===== config.mk =====
export PLATFORM = sky130hd
export DESIGN_NAME = life_ctrl
export DESIGN_NICKNAME = d
export VERILOG_FILES = /design/src/rtl/life_ctrl.sv
export SDC_FILE = /design/constraint.sdc
export NUM_CORES = 1
export LEC_CHECK = 0
export ABC_AREA = 1
export BUFFER_PORTS_ARGS = -buffer_cell sky130_fd_sc_hd__buf_2
export CAP_MARGIN = 20
export CORE_ASPECT_RATIO = 1.1
export CORE_MARGIN = 10
export CORE_UTILIZATION = 53
export CTS_BUF_LIST = sky130_fd_sc_hd__clkbuf_16
export CTS_CLUSTER_DIAMETER = 120
export DETAILED_ROUTE_END_ITERATION = 12
export MAX_ROUTING_LAYER = met4
export PLACE_DENSITY_LB_ADDON = 0.05
export SKIP_CTS_REPAIR_TIMING = 1
export SYNTH_ARGS = -nofsm -noshare
export SYNTH_HDL_FRONTEND = slang
export SYNTH_SLANG_ARGS = --single-unit

===== constraint.sdc =====
create_clock -name clk -period 2.13 [get_ports clk]
set_clock_uncertainty 0.15 [all_clocks]
set_input_delay 0.213 -clock clk [delete_from_list [all_inputs] [get_ports clk]]
set_output_delay 0.213 -clock clk [all_outputs]
set_load 0.02 [all_outputs]

===== src/rtl/life_ctrl.sv =====
// Sequencer for a 4x4 life array: seed load handshake, write/step strobes,
// generation counting and automatic halt on extinction, still life or limit.
module life_ctrl #(
  parameter int unsigned STEP_PERIOD = 4,
  parameter int unsigned GEN_W       = 8,
  parameter int unsigned MAX_GEN     = 0
) (
  input  logic             clk,
  input  logic             reset,
  input  logic             load_valid,
  input  logic [15:0]      load_data,
  output logic             load_ready,
  input  logic             run,
  input  logic             single,
  input  logic             stop,
  input  logic [15:0]      alive,
  output logic [15:0]      val,
  output logic             write_enb,
  output logic             step,
  output logic             busy,
  output logic [GEN_W-1:0] gen_count,
  output logic             halted,
  output logic [1:0]       halt_cause
);

  localparam int unsigned      CNT_W      = $clog2(STEP_PERIOD + 1);
  localparam logic [CNT_W-1:0] CNT_RELOAD = CNT_W'(STEP_PERIOD - 3);
  localparam logic [GEN_W-1:0] GEN_LIMIT  = GEN_W'(MAX_GEN);

  typedef enum logic [2:0] {IDLE, LOAD, SETTLE, WAIT, STEP, CHECK, HALT} state_t;
  typedef enum logic {MODE_RUN, MODE_SINGLE} mode_t;

  state_t           state, state_nxt;
  mode_t            mode, mode_nxt;
  logic [CNT_W-1:0] cnt, cnt_nxt;
  logic [1:0]       cause_nxt;
  logic [15:0]      snapshot;
  logic             accept;

  assign load_ready = (state == IDLE) || (state == HALT);
  assign busy       = !load_ready;
  assign halted     = (state == HALT);
  assign accept     = load_valid && load_ready;

  always_comb begin
    state_nxt = state;
    mode_nxt  = mode;
    cnt_nxt   = cnt;
    cause_nxt = halt_cause;
    unique case (state)
      IDLE: begin
        if (accept) begin
          state_nxt = LOAD;
          mode_nxt  = MODE_RUN;
          cause_nxt = '0;
        end else if (single) begin
          state_nxt = STEP;
          mode_nxt  = MODE_SINGLE;
        end else if (run && !stop) begin
          state_nxt = WAIT;
          mode_nxt  = MODE_RUN;
          cnt_nxt   = CNT_RELOAD;
        end
      end
      LOAD:   state_nxt = SETTLE;
      SETTLE: state_nxt = IDLE;
      WAIT: begin
        if (stop || !run)   state_nxt = IDLE;
        else if (cnt == '0) state_nxt = STEP;
        else                cnt_nxt   = cnt - 1'b1;
      end
      STEP: state_nxt = CHECK;
      CHECK: begin
        // gen_count already holds the post-step value here
        if (alive == '0) begin
          state_nxt = HALT;
          cause_nxt = 2'b01;
        end else if (alive == snapshot) begin
          state_nxt = HALT;
          cause_nxt = 2'b10;
        end else if ((MAX_GEN != 0) && (gen_count == GEN_LIMIT)) begin
          state_nxt = HALT;
          cause_nxt = 2'b11;
        end else if ((mode == MODE_SINGLE) || stop || !run) begin
          state_nxt = IDLE;
        end else begin
          state_nxt = WAIT;
          cnt_nxt   = CNT_RELOAD;
        end
      end
      HALT: begin
        if (accept) begin
          state_nxt = LOAD;
          mode_nxt  = MODE_RUN;
          cause_nxt = '0;
        end
      end
      default: state_nxt = IDLE;
    endcase
  end

  always_ff @(posedge clk or negedge reset) begin
    if (!reset) begin
      state      <= IDLE;
      mode       <= MODE_RUN;
      cnt        <= '0;
      snapshot   <= '0;
      val        <= '0;
      write_enb  <= 1'b0;
      step       <= 1'b0;
      gen_count  <= '0;
      halt_cause <= '0;
    end else begin
      state      <= state_nxt;
      mode       <= mode_nxt;
      cnt        <= cnt_nxt;
      halt_cause <= cause_nxt;
      write_enb  <= (state_nxt == LOAD);
      step       <= (state_nxt == STEP);
      if (state == STEP) snapshot <= alive;
      if (accept) begin
        val       <= load_data;
        gen_count <= '0;
      end else if ((state == STEP) && (gen_count != '1)) begin
        gen_count <= gen_count + 1'b1;
      end
    end
  end

endmodule


# After elaboration in Yosys (flattened, before gate mapping)
# Cells that the tools add are included.
# word_totals
wordCells,83
inputBits,38
ff_bits,51
# op_classes
n_reduce_logical,21
add_sub_neg,2
n_eq_ne,21
muxes,30
# op_table
cell,count
2-to-1 mux 3 bit,16
one-hot mux 3 bit (6 select lines),1
equality test 16 bit,1
logical NOT 16 bit,1
2-to-1 mux 8 bit,2
!= test 2 bit (second input constant),7
equality test 3 bit (second input constant),4
one-hot mux 3 bit (3 select lines),1
AND reduction 9 bit,1
adder 8 x 1 -> 8 bit (second input constant),1
2-to-1 mux 2 bit,4
!= test 8 bit (second input constant),1
equality test 3 x 1 -> 1 bit (second input constant),2
logical NOT 3 bit,2
!= test 2 x 1 -> 1 bit (second input constant),3
AND reduction 3 bit,2
nonzero test 2 bit,3
logical OR 1 bit,4
2-to-1 mux 1 bit,4
!= test 4 x 3 -> 1 bit (second input constant),1
one-hot mux 2 bit (2 select lines),1
equality test 3 x 2 -> 1 bit (second input constant),1
logical AND 1 bit,3
logical NOT 1 bit,3
other kinds (5),5

# Depth between registers and ports, before layout
# Gate-level depths: netlist (run 1).
# logic_depth
ltp_word,7
mapped_depth,12
depth_no_buf,12

# Worst setup path after synthesis (run 1)
# OpenSTA, ideal clock, no wires.
# synth_path
kind,flip-flop to flip-flop
startpoint,register gen_count[0]
endpoint,register gen_count[3]
setup_time_ns,0.117
arrival_ns,1.535
path_stages_with_launch,11
required_time_ns,1.863
path_slack_ns,0.329
cell_sequence,dfrtp_1 -> ha_1 -> nand2_1 -> nor2_1 -> nand2_1 -> o21ai_1 -> nand2_4 -> nand2_1 -> nand2_1 -> nand2_1 -> nor2_1
# synth_via
elab_chain_cells,3
word_cells_on_any_way,6
classes_between,1 x add/sub; 1 x eq/ne; 2 x mux; 2 x reduce/logical
# synth_rtl
item,line_no,rtl
from (decl),21,"output logic [GEN_W-1:0] gen_count,"
from (signal assigned),125,gen_count <= gen_count + 1'b1;
adder 8 x 1 -> 8 bit or != test 8 bit (tied branches),"125, 124",
2-to-1 mux 8 bit or logical AND 1 bit (tied branches),124,end else if ((state == STEP) && (gen_count != '1)) begin
2-to-1 mux 8 bit or nonzero test 2 bit (tied branches),--,
# Parallel ways exist; a longest one is shown, timed or not. The select of a mux whose other input is x is not followed.
# A chain may end at the register's enable or synchronous reset.

# Worst setup path in the final report (run 1)
# Same ends and word-level chain as after synthesis.

==> results of run 1 <==
[cells by family after synthesis]
family / Yosys count / share of synthesized area
buf+inv: 64 / 0.0939
xor+xnor: 3 / 0.00987
simple gates: 214 / 0.333
fa+ha+maj: 3 / 0.0141
flops: 51 / 0.479
compound gates: 36 / 0.0705
[final cells by class]
type / count / area [µm²] / area share
Inverter: 57 / 214 / 0.0622
Tap cell: 58 / 72.6 / 0.0211
Clock inverter: 3 / 63.8 / 0.0185
Multi-Input combinational cell: 256 / 1140 / 0.330
Clock buffer: 5 / 125 / 0.0364
Sequential cell: 51 / 1280 / 0.371
Timing Repair Buffer: 91 / 553 / 0.161
[stage by stage]
step                      setup WS [ns]  power [mW]  hold WS [ns]  instance area, µm²   util
after floorplan                   0.329        2.96        -0.233                2660      -
after global placement            0.374        3.53         0.214                3090  0.627
after detailed placement          0.302        3.59         0.219                3090  0.627
after CTS                         0.298        4.62       -0.0888                3280  0.665
after global routing              0.150        4.96       0.00940                3440  0.698
final                             0.302        4.59     -0.000310                3440  0.698
[worst register-to-register path, stage by stage, from the launching register on]
cell	delay (ns)
dfrtp_1	0.41
ha_1	0.22
nand2_1	0.09
nor2_1	0.11
nand2_1	0.07
o21ai_1	0.28
nand2_4	0.13
nand2_1	0.12
nand2_1	0.06
nand2_1	0.05
nor2_1	0.04
[metal layers]
metal	vias to the layer above	track usage	routed length (µm)
met5	-	-	0
met4	0	0.0426	89
met3	8	0.0405	316
met2	46	0.262	3180
met1	1107	0.177	2790
li1	1315	-	-
[how the worst max path moves through the flow]
stage          slack [ns]                       end
2_1_floorplan        0.33  gen_count[3]$_DFFE_PN0P_
3_3_place_gp         0.37  gen_count[3]$_DFFE_PN0P_
3_5_place_dp         0.30  gen_count[3]$_DFFE_PN0P_
4_1_cts              0.30  gen_count[3]$_DFFE_PN0P_
5_1_grt              0.15  gen_count[3]$_DFFE_PN0P_
6_report             0.30  gen_count[3]$_DFFE_PN0P_
[synth_stat cells (all sizes together)]
library cell | instances | share of area
buf | 4 | 0.0094
nand4 | 8 | 0.019
clkbuf | 3 | 0.0042
a21oi | 5 | 0.0094
o31ai | 1 | 0.0028
or2 | 2 | 0.0047
xor2 | 3 | 0.0099
nand2 | 158 | 0.23
ha | 3 | 0.014
o21ai | 28 | 0.053
nor3 | 2 | 0.0056
inv | 57 | 0.080
a211oi | 1 | 0.0028
dfrtp | 51 | 0.48
nand3 | 10 | 0.021
nor2 | 34 | 0.055
a21o | 1 | 0.0028
[power by group]
group          leakage, nW  switching [mW]  total (mW)  internal, mW
registers            0.646           0.236        1.61          1.38
logic                 1.24            1.27        1.96         0.691
clock network       0.0952           0.350        1.02         0.669
total                 1.98            1.86        4.59          2.74
[registers in the layout (all words and copies together) (netlist names)]
signal,flops
cnt,3
gen_count,8
halt_cause,2
mode,1
snapshot,16
state,3
step,1
val,16
write_enb,1
==> summary.md, run 1 <==
| Metric | Value |
|---|---|
| Status | finished with violations |
| Failing checks | hold timing |
| Vias | 2476 |
| FF-to-FF path depth | 10 |
| Core area | 4930 µm² |
| PortBufs | 68 |
| Max-slew headroom | 0.576 |
| Clock Latency Late Sink | 0.29 ns |
| Fillers | 426 |
| Hold Path Class | input pin to flip-flop |
| Commonest non-fill, non-tap cell in the layout | nand2_1 |
| Count of final setup violators | 0 |
| P&R area growth vs syn | 29.2% |
| Total congestion overflow | 0 |
| Worst EP required | 2.17 ns |
| Slowest CP cell | dfrtp_1 |
| Nets | 503 |
| CTS sink cnt | 51 |
| Root Buffer Master | clkbuf_16 |
| CP Depth | 10 |
| Crit-path max cell delay | 0.41 ns |
| GRT Overall Usage | 0.155 |
| Initial antenna violation count | 0 |
| Power per cell area | 1330 nW/µm² |
| Buf+Inv Stages, Crit Path | 0 |
| Synthesized instance count | 371 |
| Worst hold path cell count | 3 |
| Worst hold slack | -0.000310 ns |
| Drt wl/cell | 12.2 µm |
| Hold-critical path endpoint | val[5]$_DFFE_PN0P_ |
| Die area | 8270 µm² |
| Detail Route Antenna Nets | 0 |
| I/O pin cnt | 69 |
| Setup crit start kind | flip-flop |
| Final WL | 6370 µm |
| Commonest cells after routing, fill and taps aside | 155 x nand2_1, 68 x buf_2, 56 x inv_1 |
| Diodes inserted | 0 |
| Max-slew violations | 0 |
| Crit path launch | gen_count[0]$_DFFE_PN0P_ |
| R2R Setup Slk | 0.30 ns |
| Drc violations | 0 |
| Tcrit/Tclk final | 0.858 |
| Ys Warns | 0 |
| Synth Cell Area | 2660 µm² |
| CP Max Fanout | 9 |
| TritonCTS buffer count | 5 |
| Die Y | 94.4 µm |
| Critical Path Sink Type | flip-flop |
| RSZ-0062 raised after global routing | no |
| Die width | 87.6 µm |
| Worst path cell trace | ha_1, nand2_1, nor2_1, nand2_1, o21ai_1, nand2_4, nand2_1, nand2_1, nand2_1, nor2_1 |
| Max Clk Rate | 0.547 GHz |
| Slew @ Worst Pin | 0.635 ns |
| Reg2Reg Capture Point | gen_count[3]$_DFFE_PN0P_ |
| Max-cap violations | 0 |
| Post-synthesis register bit count | 51 |
| Vias in the first global route | 2372 |
| Drt pass-1 iters | 4 |
| TritonCTS clock tree | yes |
| Crit-path leading delay family | simple AND/OR/NAND/NOR gates |
| Iteration-0 DRC Markers | 133 |
| Placed Instances | 497 |
| Final Hold Viols | 1 |
| Peak VDD IR | 0.00104 V |
| Minimum clock period | 1.83 ns |
| Reg clk slew, reported paths | 0.07 ns |
| Share of layout cells above drive strength 1 | 0.205 |
| Syn_nets | 412 |
| R2R Path Start | gen_count[0]$_DFFE_PN0P_ |
| Leakage | 1.98 nW |
| Synth unique cells | 26 |
| Initial Util | 0.540 |
| GP Congestion | 0.959 |
| Hold path start | load_data[5] |
| Syn avg cell area | 7.18 µm² |
| Critical path arrival | 1.86 ns |
| Worst Setup Path Type | flip-flop to flip-flop |
| Non-filler cells in the finished layout | 521 |
| First-pass GRT wire length | 10200 µm |
| HPWL after detailed placement | 4680 µm |
| Most used cell, CP | nand2_1 |
| Clock Path Buffers | 2 |
| Seq/Total Area, Yosys | 0.479 |
| Largest net degree at the start of global routing | 52 |
| H-tree level count | 2 |
| Setup TNS | 0 ns |
| Standard-cell rows | 27 |
| Vias/cell | 4.75 |
Note: power is estimated with default switching activity, not from simulation.
==> run 2: changes to the inputs <==
Settings changed: CORE_MARGIN 10 to not set.
==> run 2 against run 1 <==
  * The run still ends with hold timing left
  * Sequential share of layout area up 0.69 points
  * Core utilization grew 1.4 points
  * Via count decreased by 2.2%
  * Power shrank 4.2%
  * Sequential cell count did not move
  * Final cell count is 1.5% lower
  * Global-route usage up 8.4 points
  * Sequential power about the same
  * Combinational power fell by 3%
  * Worst hold slack worse by 0.024 ns
  * Routed wire length is 8.7% lower
  * Critical endpoint unchanged
==> summary.md, run 2 (synthesized netlist as in run 1, its figures left out) <==
| Metric | Value |
|---|---|
| Status | finished with violations |
| Failing checks | hold timing |
| First-pass GRT wire length | 9850 µm (-3.2%) |
| Max-slew headroom | 0.680 (+0.104) |
| Slew @ Worst Pin | 0.480 ns (-0.155 ns) |
| Worst EP required | 2.16 ns (about the same) |
| Critical Path Sink Type | flip-flop |
| Tcrit/Tclk final | 0.862 (+0.00375) |
| Setup crit start kind | flip-flop |
| Non-filler cells in the finished layout | 513 (-1.5%) |
| Clock Path Buffers | 2 (unchanged) |
| RSZ-0062 raised after global routing | no |
| Drc violations | 0 (unchanged) |
| Power per cell area | 1300 nW/µm² (-2.4%) |
| Placed Instances | 492 (-1.0%) |
| Share of layout cells above drive strength 1 | 0.199 (-0.00606) |
| Standard-cell rows | 26 (-3.7%) |
| Die Y | 76.4 µm (-19%) |
| Die area | 5310 µm² (-36%) |
| Drt wl/cell | 11.3 µm (-7.3%) |
| Drt pass-1 iters | 5 (+1) |
| Root Buffer Master | clkbuf_16 |
| Hold Path Class | input pin to flip-flop |
| Leakage | 1.95 nW (-1.6%) |
| Setup TNS | 0 ns (unchanged) |
| Max-cap violations | 0 (unchanged) |
| Commonest cells after routing, fill and taps aside | 155 x nand2_1, 68 x buf_2, 56 x inv_1 |
| I/O pin cnt | 69 (unchanged) |
| P&R area growth vs syn | 26.9% |
| CTS sink cnt | 51 (unchanged) |
| HPWL after detailed placement | 4150 µm (-11%) |
| Detail Route Antenna Nets | 0 (unchanged) |
| PortBufs | 68 (unchanged) |
| H-tree level count | 2 (unchanged) |
| Max-slew violations | 0 (unchanged) |
| TritonCTS buffer count | 5 (unchanged) |
| Initial Util | 0.561 (+0.0208) |
| Diodes inserted | 0 (unchanged) |
| Clock Latency Late Sink | 0.28 ns (about the same) |
| Largest regs | snapshot: 16 flops, val: 16 flops, gen_count: 8 flops |
| GRT Overall Usage | 0.239 (+0.0837) |
| GP Congestion | 0.927 (-3.3%) |
| Largest net degree at the start of global routing | 33 (-37%) |
| Critical path arrival | 1.86 ns (about the same) |
| Vias | 2421 (-2.2%) |
| Worst Setup Path Type | flip-flop to flip-flop |
| Iteration-0 DRC Markers | 157 (+18%) |
| Count of final setup violators | 0 (unchanged) |
| Peak VDD IR | 0.000653 V (-37%) |
| Reg clk slew, reported paths | 0.06 ns (about the same) |
| Final WL | 5820 µm (-8.7%) |
| Final Hold Viols | 2 (+1) |
| Total congestion overflow | 0 (unchanged) |
| Worst hold slack | -0.0240 ns (-0.0237 ns) |
| Minimum clock period | 1.84 ns (+0.00798 ns) |
| Die width | 69.6 µm (-21%) |
| CP Max Fanout | 9 (unchanged) |
| Initial antenna violation count | 0 (unchanged) |
| Core area | 4750 µm² (-3.7%) |
| Max Clk Rate | 0.545 GHz (-0.43%) |
| Commonest non-fill, non-tap cell in the layout | nand2_1 |
| Vias in the first global route | 2218 (-6.5%) |
| Nets | 498 (-0.99%) |
| TritonCTS clock tree | yes |
| Vias/cell | 4.72 (-0.70%) |
==> run 2: changes by cell type in the layout (fill, tap and decap cells not counted), sizes merged <==
| cell | previous run | this run |
|---|---|---|
| buf | 75 | 72 |
| dlygate4sd3 | 16 | 14 |
| bufinv | 2 | 1 |
==> run 2: final timing paths <==
path	depth (start not counted)	end	startpoint	slack [ns]
min in group asynchronous	2	step$_DFF_PN0_	reset	0.26
setup reg to reg	10	gen_count[3]$_DFFE_PN0P_	gen_count[0]$_DFFE_PN0P_	0.29
hold reg to reg	2	cnt[1]$_DFFE_PN0P_	cnt[1]$_DFFE_PN0P_	0.33
hold / removal	3	val[0]$_DFFE_PN0P_	load_data[0]	-0.02
setup / recovery	10	gen_count[3]$_DFFE_PN0P_	gen_count[0]$_DFFE_PN0P_	0.29
max in group asynchronous	3	val[10]$_DFFE_PN0P_	reset	1.03
==> run 2: per-stage QoR <==
step / power (mW) / util / instance area [µm²] / setup slack [ns] / hold slack, ns
global placement: 3.45 / 0.649 / 3080 / 0.364 / 0.0547
global route: 4.76 / 0.712 / 3380 / 0.0981 / 0.00905
detailed placement: 3.52 / 0.649 / 3080 / 0.325 / 0.0572
floorplan: 2.96 / - / 2660 / 0.329 / -0.233
CTS: 4.41 / 0.682 / 3240 / 0.298 / -0.257
finish: 4.40 / 0.712 / 3380 / 0.294 / -0.0240
==> run 2: final cells by class <==
type	instances	area (µm²)
sequential	51	1280
timing repair buffer	86	523
multi-input combinational	256	1140
clock inverter	2	33.8
tap	56	70.1
inverter	57	214
fill	402	1370
clock buffer	5	125
==> run 2: critical path, cell delays in order (launching register included) <==
cell     delay [ns]
dfrtp_1        0.41
ha_1           0.22
nand2_1        0.10
nor2_1         0.11
nand2_1        0.07
o21ai_1        0.26
nand2_4        0.13
nand2_1        0.13
nand2_1        0.06
nand2_1        0.06
nor2_1         0.04
==> run 2: power by group <==
part / internal, mW / switching (mW)
logic: 0.657 / 1.26
registers: 1.38 / 0.241
clock network: 0.543 / 0.327
total: 2.58 / 1.82
==> run 2: metal layers <==
metal,up-vias,global-route usage,wire (µm)
li1,1297,-,-
met1,1076,0.311,2730
met2,43,0.387,2860
met3,5,0.0278,170
met4,0,0.0837,60
met5,-,-,0
==> run 3: changes to the inputs <==
Settings changed: ABC_AREA 1 to not set, CORE_UTILIZATION 53 to 52.
==> run 3 against run 2 <==
  * Largest cell class unchanged
  * Sequential power grew 4%
  * Clock-buffer cell count unchanged
  * Die area fell by 2.7%
  * Combinational power increased by 3%
  * The flow still finishes with violations (hold timing)
  * Critical path depth down 3
  * Via count decreased by 22%
  * Sequential cell count did not move
==> summary.md, run 3 <==
| Metric | Value |
|---|---|
| Register area | 1280 µm² (unchanged) |
| Power per cell area | 1400 nW/µm² (+7.7%) |
| Post-synthesis register bit count | 51 (unchanged) |
| Synth Cell Area | 2540 µm² (-4.7%) |
| Drc violations | 0 (unchanged) |
| Diodes inserted | 0 (unchanged) |
| Hold path start | load_data[15] |
| Hold Path Class | input pin to flip-flop |
| Setup crit start kind | flip-flop |
| Drt pass-1 iters | 4 (-1) |
| Failing checks | hold timing |
| Ys Warns | 0 (unchanged) |
| Crit path capture | gen_count[5]$_DFFE_PN0P_ |
| CP Max Fanout | 5 (-4) |
| Max Clk Rate | 0.497 GHz (-8.7%) |
| P&R area growth vs syn | 25.3% |
| Area of the multi-input gates | 1190 µm² (+4.8%) |
| RSZ-0062 raised after global routing | no |
| GP Congestion | 0.870 (-6.2%) |
| R2R Setup Slk | 0.12 ns (-0.17 ns) |
| Largest regs | snapshot: 16 flops, val: 16 flops, gen_count: 8 flops |
| Seq/Total Area, Yosys | 0.502 (+0.0234) |
| Cell taking the most area after synthesis | dfrtp_1 |
| Critical Path Sink Type | flip-flop |
| Tcrit/Tclk final | 0.944 (+0.0822) |
| Most frequent cells after synthesis | 51 x dfrtp_1, 32 x mux2_2, 17 x xnor2_1 |
| Drt wl/cell | 14.4 µm (+27%) |
| Die area | 5170 µm² (-2.7%) |
| Wire length on met1 | 2330 µm (-15%) |
| Total congestion overflow | 0 (unchanged) |
| Leakage | 1.45 nW (-25%) |
| CTS sink cnt | 51 (unchanged) |
| Commonest cells after routing, fill and taps aside | 68 x buf_2, 51 x dfrtp_1, 32 x mux2_2 |
| Final WL | 5060 µm (-13%) |
| FF-to-FF path depth | 7 (-3) |
| Post-synth top area share | 0.502 (+0.0234) |
| TritonCTS buffer count | 5 (unchanged) |
| Commonest non-fill, non-tap cell in the layout | buf_2 |
| Nets | 335 (-33%) |
| Reg2Reg Capture Point | gen_count[5]$_DFFE_PN0P_ |
| Core area | 4680 µm² (-1.4%) |
| Worst path cell trace | ha_1, and3_1, a311oi_4, buf_4, nand4_1, xor2_1, nor2_2 |
| Worst Setup Path Type | flip-flop to flip-flop |
| Status | finished with violations |
| Vias/cell | 5.38 (+14%) |
| Synth unique cells | 49 (+88%) |
| Vias in the first global route | 1733 (-22%) |
| Root Buffer Master | clkbuf_16 |
| Crit-path max cell delay | 0.42 ns (about the same) |
| Routed wl met2 | 2410 µm (-16%) |
| Detail Route Antenna Nets | 0 (unchanged) |
| Synth top area cells | dfrtp_1 50%, mux2_2 14%, xnor2_1 5.9% |
| Routed met3 length | 229 µm (+35%) |
| Synthesized instance count | 214 (-42%) |
| PortBufs | 68 (unchanged) |
| Max-slew violations | 0 (unchanged) |
| Initial Util | 0.542 (-0.0187) |
| H-tree level count | 2 (unchanged) |
| Fillers | 384 (-4.5%) |
| Clock Latency Late Sink | 0.29 ns (about the same) |
| Die Y | 75.3 µm (-1.4%) |
| Max-slew headroom | 0.562 (-0.118) |
| GRT Overall Usage | 0.222 (-0.0169) |
| Post-synth EDFFs | 0 (unchanged) |
| Share of layout cells above drive strength 1 | 0.441 (+0.242) |
| Die width | 68.6 µm (-1.4%) |
| Post-synth top flop | dfrtp_1 |
| Critical path arrival | 2.05 ns (+0.19 ns) |
| Standard-cell rows | 26 (unchanged) |
| Vias | 1888 (-22%) |
| Peak VDD IR | 0.000866 V (+33%) |
| HPWL after detailed placement | 3560 µm (-14%) |
| Minimum clock period | 2.01 ns (+0.175 ns) |
| Slowest CP cell | dfrtp_1 |
| Final Hold Viols | 4 (+2) |
| Largest net degree at the start of global routing | 28 (-15%) |
| First-pass GRT wire length | 8020 µm (-19%) |
| Iteration-0 DRC Markers | 142 (-9.6%) |
| Reg clk slew, reported paths | 0.07 ns (about the same) |
| Syn avg cell area | 11.9 µm² (+65%) |
| Worst hold slack | -0.00542 ns (+0.0186 ns) |
| Initial antenna violation count | 0 (unchanged) |
| Slew @ Worst Pin | 0.657 ns (+0.177 ns) |
| Setup TNS | 0 ns (unchanged) |
| Max-cap violations | 0 (unchanged) |
| I/O pin cnt | 69 (unchanged) |
| TritonCTS clock tree | yes |
| Worst EP required | 2.17 ns (about the same) |
| Fraction of registers with async set/reset | 1.00 (unchanged) |
| Crit path launch | gen_count[0]$_DFFE_PN0P_ |
| Syn_nets | 255 (-38%) |
| Cell with the most instances after synthesis | dfrtp_1 |
| R2R Path Start | gen_count[0]$_DFFE_PN0P_ |
| Count of final setup violators | 0 (unchanged) |
| Clock Path Buffers | 2 (unchanged) |
| Top sig layer | met4 |
## run 3: cell count changes after synthesis, moves of 7 or more
cell,change
inv_1,-51
nand2_1,-142
o21ai_0,-21
nand3_1,-7
mux2_2,+32
xnor2_1,+17
nor2_1,-19
## run 3: through the flow
step / util / worst slack, ns / cell area (µm²) / cells / power (mW)
after global routing: 0.679 / 0.0505 / 3180 / 351 / 4.75
after global placement: 0.634 / 0.202 / 2970 / 336 / 3.60
after CTS: 0.665 / 0.156 / 3120 / 344 / 4.47
after floorplan: - / 0.186 / 2540 / 214 / 3.10
final: 0.679 / 0.119 / 3180 / 351 / 4.47
after detailed placement: 0.634 / 0.171 / 2970 / 336 / 3.65
## run 3: worst max-delay path: cells and delay by family, from the launching register on
family,cells,cell delay (ns)
AO/OA/AOI/OAI,1,0.39
XOR/XNOR,1,0.17
adder cells (fa/ha/maj),1,0.23
buffers and inverters,1,0.19
flip-flops,1,0.42
AND/OR/NAND/NOR,3,0.37
## run 3: where the power goes
group	switching, mW	internal (mW)	total (mW)	leakage, nW
Combinational	0.996	0.975	1.97	0.762
Sequential	0.308	1.38	1.69	0.626
Clock	0.370	0.440	0.810	0.0664
## run 3: worst min-delay path by stage
stage                                           to  slack, ns  depth (start not counted)
after floorplan                 cnt[0]$_DFFE_PN0P_      -0.23                          0
after global placement    snapshot[12]$_DFFE_PN0P_       0.12                          1
after detailed placement  snapshot[12]$_DFFE_PN0P_       0.13                          1
after CTS                 snapshot[12]$_DFFE_PN0P_      -0.18                          1
after global routing            val[7]$_DFFE_PN0P_     0.0001                          2
final                          val[15]$_DFFE_PN0P_     -0.005                          2
## run 3: cells by family (layout without fill, tap and decap cells)
kind of cell,count (synthesis),count (layout),share of synthesized area
mux,33,33,0.146
compound gates,27,27,0.0783
flops,51,51,0.502
buf+inv,13,94,0.0281
simple gates,64,64,0.151
xor+xnor,23,23,0.0793
fa+ha+maj,3,3,0.0148
## run 3: per-layer routing
metal,up-vias,global-route usage
met2,52,0.339
li1,929,-
met3,11,0.0479
met5,-,-
met4,0,0.0949
met1,896,0.284
## run 3: cell type report
cell class | instances | share of cell area
Inverter | 5 | 0.00590
Sequential cell | 51 | 0.401
Multi-Input combinational cell | 150 | 0.375
Timing Repair Buffer | 81 | 0.149
Tap cell | 56 | 0.0220
Clock inverter | 3 | 0.00747
Clock buffer | 5 | 0.0393
